## config.mk

```make
export PLATFORM = sky130hd
export DESIGN_NAME = regfile_sb
export DESIGN_NICKNAME = d
export VERILOG_FILES = /design/src/rtl/regfile_sb.sv
export SDC_FILE = /design/constraint.sdc
export NUM_CORES = 2
export LEC_CHECK = 0
export ABC_AREA = 1
export CELL_PAD_IN_SITES_DETAIL_PLACEMENT = 1
export CELL_PAD_IN_SITES_GLOBAL_PLACEMENT = 1
export CORE_MARGIN = 4
export CORE_UTILIZATION = 35
export DETAILED_ROUTE_END_ITERATION = 6
export PLACE_DENSITY_LB_ADDON = 0.1
export SETUP_SLACK_MARGIN = 0.1
export SKIP_LAST_GASP = 1
export SYNTH_ARGS = -nofsm -noshare
export SYNTH_HDL_FRONTEND = slang
export SYNTH_SLANG_ARGS = --single-unit
```

## constraint.sdc

```tcl
create_clock -name clk -period 44.4 [get_ports clk]
set_clock_uncertainty 0.1 [all_clocks]
set_input_delay 6.66 -clock clk [delete_from_list [all_inputs] [get_ports clk]]
set_output_delay 6.66 -clock clk [all_outputs]
set_load 0.005 [all_outputs]
```

## src/rtl/regfile_sb.sv

```systemverilog
// rtl/regfile_sb.sv - two-write/two-read register file with pending-write scoreboard
//
// Ports:
//   clk                     clock, all state updates on the rising edge
//   rst                     asynchronous active-high reset (registers and busy flags)
//   we0/waddr0/wdata0       write port 0 (ALU writeback)
//   we1/waddr1/wdata1       write port 1 (load writeback); wins on address collision
//   raddr1/raddr2           read addresses
//   rdata1/rdata2           combinational read data (optional same-cycle forwarding)
//   rbusy1/rbusy2           read register has an outstanding write not resolved this cycle
//   iss_valid/iss_rd        issue event, marks iss_rd as awaiting writeback
//   flush                   synchronous clear of all pending flags
//   busy_vec                registered pending flags, bit n = register n

module regfile_sb #(
    parameter int XLEN     = 32,
    parameter int NREG     = 32,
    parameter int ZERO_REG = 1,
    parameter int BYPASS   = 1,
    localparam int AW      = $clog2(NREG)
) (
    input  logic            clk,
    input  logic            rst,
    input  logic            we0,
    input  logic [AW-1:0]   waddr0,
    input  logic [XLEN-1:0] wdata0,
    input  logic            we1,
    input  logic [AW-1:0]   waddr1,
    input  logic [XLEN-1:0] wdata1,
    input  logic [AW-1:0]   raddr1,
    input  logic [AW-1:0]   raddr2,
    output logic [XLEN-1:0] rdata1,
    output logic [XLEN-1:0] rdata2,
    output logic            rbusy1,
    output logic            rbusy2,
    input  logic            iss_valid,
    input  logic [AW-1:0]   iss_rd,
    input  logic            flush,
    output logic [NREG-1:0] busy_vec
);

    localparam bit ZR = (ZERO_REG != 0);
    localparam bit BP = (BYPASS != 0);

    logic [XLEN-1:0] regs [NREG];
    logic [NREG-1:0] busy_q;
    logic [NREG-1:0] busy_d;

    // A write (or issue) aimed at the hardwired zero register has no effect at all,
    // so it neither updates storage, nor forwards, nor touches the busy flags.
    logic we0_eff;
    logic we1_eff;
    logic iss_eff;

    assign we0_eff = we0 && !(ZR && (waddr0 == '0));
    assign we1_eff = we1 && !(ZR && (waddr1 == '0));
    assign iss_eff = iss_valid && !(ZR && (iss_rd == '0));

    // Storage: port 1 is written after port 0 so it wins a same-address collision.
    always_ff @(posedge clk or posedge rst) begin
        if (rst) begin
            for (int i = 0; i < NREG; i++) begin
                regs[i] <= '0;
            end
        end else begin
            if (we0_eff) begin
                regs[waddr0] <= wdata0;
            end
            if (we1_eff) begin
                regs[waddr1] <= wdata1;
            end
        end
    end

    // Scoreboard next state. Writeback clears, then issue sets (an issue racing a
    // writeback to the same register belongs to a newer instruction, so it must stay
    // busy), then flush overrides everything.
    always_comb begin
        busy_d = busy_q;
        if (we0_eff) begin
            busy_d[waddr0] = 1'b0;
        end
        if (we1_eff) begin
            busy_d[waddr1] = 1'b0;
        end
        if (iss_eff) begin
            busy_d[iss_rd] = 1'b1;
        end
        if (flush) begin
            busy_d = '0;
        end
    end

    always_ff @(posedge clk or posedge rst) begin
        if (rst) begin
            busy_q <= '0;
        end else begin
            busy_q <= busy_d;
        end
    end

    assign busy_vec = busy_q;

    // Read ports. Both share one description; each sees its own address.
    logic [AW-1:0] raddr_p [2];
    assign raddr_p[0] = raddr1;
    assign raddr_p[1] = raddr2;

    for (genvar p = 0; p < 2; p++) begin : g_read
        logic            hit0;
        logic            hit1;
        logic            is_zero;
        logic [XLEN-1:0] rd;
        logic            rb;

        assign hit0    = we0_eff && (waddr0 == raddr_p[p]);
        assign hit1    = we1_eff && (waddr1 == raddr_p[p]);
        assign is_zero = ZR && (raddr_p[p] == '0);

        always_comb begin
            rd = regs[raddr_p[p]];
            if (BP) begin
                if (hit1) begin
                    rd = wdata1;
                end else if (hit0) begin
                    rd = wdata0;
                end
            end
            // Reset gating also covers the forwarding path, whose inputs are live.
            if (rst || is_zero) begin
                rd = '0;
            end
        end

        // A write landing this cycle resolves the hazard regardless of forwarding:
        // without bypass the consumer simply reads the result a cycle later.
        assign rb = !rst && !is_zero && busy_q[raddr_p[p]] && !hit0 && !hit1;
    end

    assign rdata1 = g_read[0].rd;
    assign rdata2 = g_read[1].rd;
    assign rbusy1 = g_read[0].rb;
    assign rbusy2 = g_read[1].rb;

endmodule

```

==> impl_metrics.toml <==
[run_status]
status = "finished with violations"
violations = "DRC"

[pwr]
p_leak_nw = 34.31
power_frac_clock_pct = 34.0
power_mw = 3.588
seqPwrFrac_pct = 39.0
swShare_pct = 37.36
p_comb_share_pct = 27.0
ir_drop_uv = 49.60
power_density_nw_per_um2 = 45.93
p_sw_mw = 1.341
p_int_mw = 2.248

[sta]
setup_viol = 0
period_share_pct = 43.03
worst_pin_slew_ns = 1.347
rsz0062_at_grt = "no"
tns_ns = 0
slew_headroom_pct = 10.22
drv_slew = 0
fmax_mhz = 52.34
hold_viol_final = 0
fin_crit_ns = 19.11
fin_hold_ws_ns = 0.2770

[layout]
area_growth_pct = 11.05
finalNetCount = 10030
final_cells = 12750
drive_above_1_share_pct = 6.242

[grt]
grt_overflow = 0
grt_max_degree = 145
grtUsageTotal_pct = 43.96
grt_pass1_wl_um = 660100
antenna_found_initial = 62
grt_pass1_vias = 82980

[die]
num_rows = 164
start_util_pct = 35.20
die_x_um = 456.3
die-area_um2 = 208300
die_h_um = 456.3
io_pins = 193
core-area_um2 = 199900

[hold_path]
hp-class = "flop to flop"

[clock_network]
clock_sinks = 1056
cts_setup_buffers = 0
cts_buffer_depth = 3
insertion_delay_ns = 0.87
tritoncts = "done"
ctsHoldBuffers = 0
clkTransAtPathRegs_ns = 0.06
cts_root_buffer = "clkbuf_16"
h-tree-depth = 4
cts-resized-gates = 0
numCtsBuffers = 141

[routing]
drt-total-wl_um = 474200
vias = 86240
first_pass_iters = 7
route.detailed.drc = 1
antenna_left = 0
routedWlPerCell_um = 37.19
viasPerCell = 6.765
drt-initial-drc-count = 11880

[synth]
synthTopCellsByCount = "2,578 x nand2_1, 1,266 x o21ai_0, 1,190 x nand3_1, 1,056 x dfrtp_1, 728 x clkbuf_1"
synth_area_um2 = 70350
synthFlopType = "dfrtp_1"
ys_top_cells_by_area = "dfrtp_1 38%, nand2_1 14%, o21ai_0 9.0%"
netlist_instances = 10500
ys_seq_area_share_pct = 37.56
synthArstFlopShare_pct = 100.0
synth.most_common_cell = "nand2_1"
synth_largest_area_cell = "dfrtp_1"
synth-seq-cells = 1056
synth_cell_types = 34
yosysWarnings = 0
synthesis.nets = 10600
avgSynthCellArea_um2 = 6.700
synth_edf_count = 0
synth_top_area_share_pct = 37.56

[setup_path]
start_kind = "input pin"
crit_type = "input pin to primary output"
required_ns = 37.64
reg2reg_setup_slack_ns = 43.02
crit_fanout = 44
worstPathArrival_ns = 12.35
cp-end-kind = "primary output"

[place]
hpwlAfterDp_um = 273400
placed_cells = 12450
port_buffers = 192
gp_congestion = 0.9460

[job]
max_cap_viol_count = 0
## routing by layer
layer	vias to the layer above	wire [um]	global-route usage, %
met5	-	472	0.1837
met4	50	42910	33.40
met3	1736	56390	12.83
met2	6166	193700	62.63
met1	43630	180700	55.93
li1	34660	-	-
## state kept, by name (all words and copies together) (netlist names)
signal    cells
busy_vec     32
regs       1024
## area by class of cell
type / count / area (um2)
antenna: 48 / 120.1
clock buffer: 221 / 4379
clock inverter: 32 / 355.3
fill: 25050 / 121700
inverter: 624 / 2411
multi-input combinational: 7666 / 37170
sequential: 1056 / 26430
tap: 2656 / 3323
timing repair buffer: 446 / 3939
## critical path, stage by stage
cell and delay, ns:
clkbuf_8 0.50, buf_4 0.65, nand2_1 0.11, buf_4 0.37, inv_6 0.53, buf_4 0.71
nand2_1 0.15, nand3_1 0.13, nand3_1 0.10, nand2_1 0.23, nand2_1 0.13, a21oi_1 1.05
clkdlybuf4s50_1 0.70
## cell families after synthesis
family,count (synthesis),synth area share [%]
AOI/OAI and AO/OA,2937,23.59
xor gates and xnor gates,15,0.1867
buffers and inverters,1778,10.28
DFF,1056,37.56
and+or+nand+nor,4714,28.38
## path summary, 6_finish.rpt
check | start | endpoint | cells past startpoint
setup / recovery | raddr2[1] | rdata2[25] | 13
hold / removal | regs[998] | regs[998] | 0
setup reg to reg | regs[962] | regs[962] | 4
hold reg to reg | regs[998] | regs[998] | 0
max in group asynchronous | rst | regs[282] | 8
min in group asynchronous | rst | regs[665] | 2
## cells in the final DEF (no fill, tap or decap), types with 39 or more instances in the layout
cell type / Yosys / final
dfrtp_1: 1056 / 1056
o22ai_1: 529 / 529
a21oi_1: 476 / 474
clkdlybuf4s50_1: 0 / 176
nand2_1: 2578 / 2544
inv_1: 596 / 585
o211ai_1: 440 / 440
o21ai_1: 123 / 123
buf_4: 20 / 246
clkbuf_16: 0 / 149
clkbuf_8: 0 / 39
nor3_1: 388 / 387
diode_2: 0 / 48
o21ai_0: 1266 / 1266
a31oi_1: 99 / 99
nor2_1: 499 / 491
nand3_1: 1190 / 1182
## power by group through the flow
stage / combinational [mW] / clock [mW] / sequential [mW]
CTS: 0.940 / 1.22 / 1.39
finish: 0.969 / 1.22 / 1.40
global placement: 0.903 / 0 / 1.39
floorplan: 0.640 / 0 / 1.35
detailed placement: 0.936 / 0 / 1.40
global route: 1.06 / 1.26 / 1.42
## metrics by stage
stage	setup WS (ns)	util (%)	instance area [um2]
floorplan	7.141	-	70360
global placement	25.85	36.66	73270
detailed placement	25.88	36.66	73270
CTS	25.87	39.03	78010
global route	25.57	39.05	78050
finish	25.29	39.09	78130
Power figures use the tool's default switching activity.
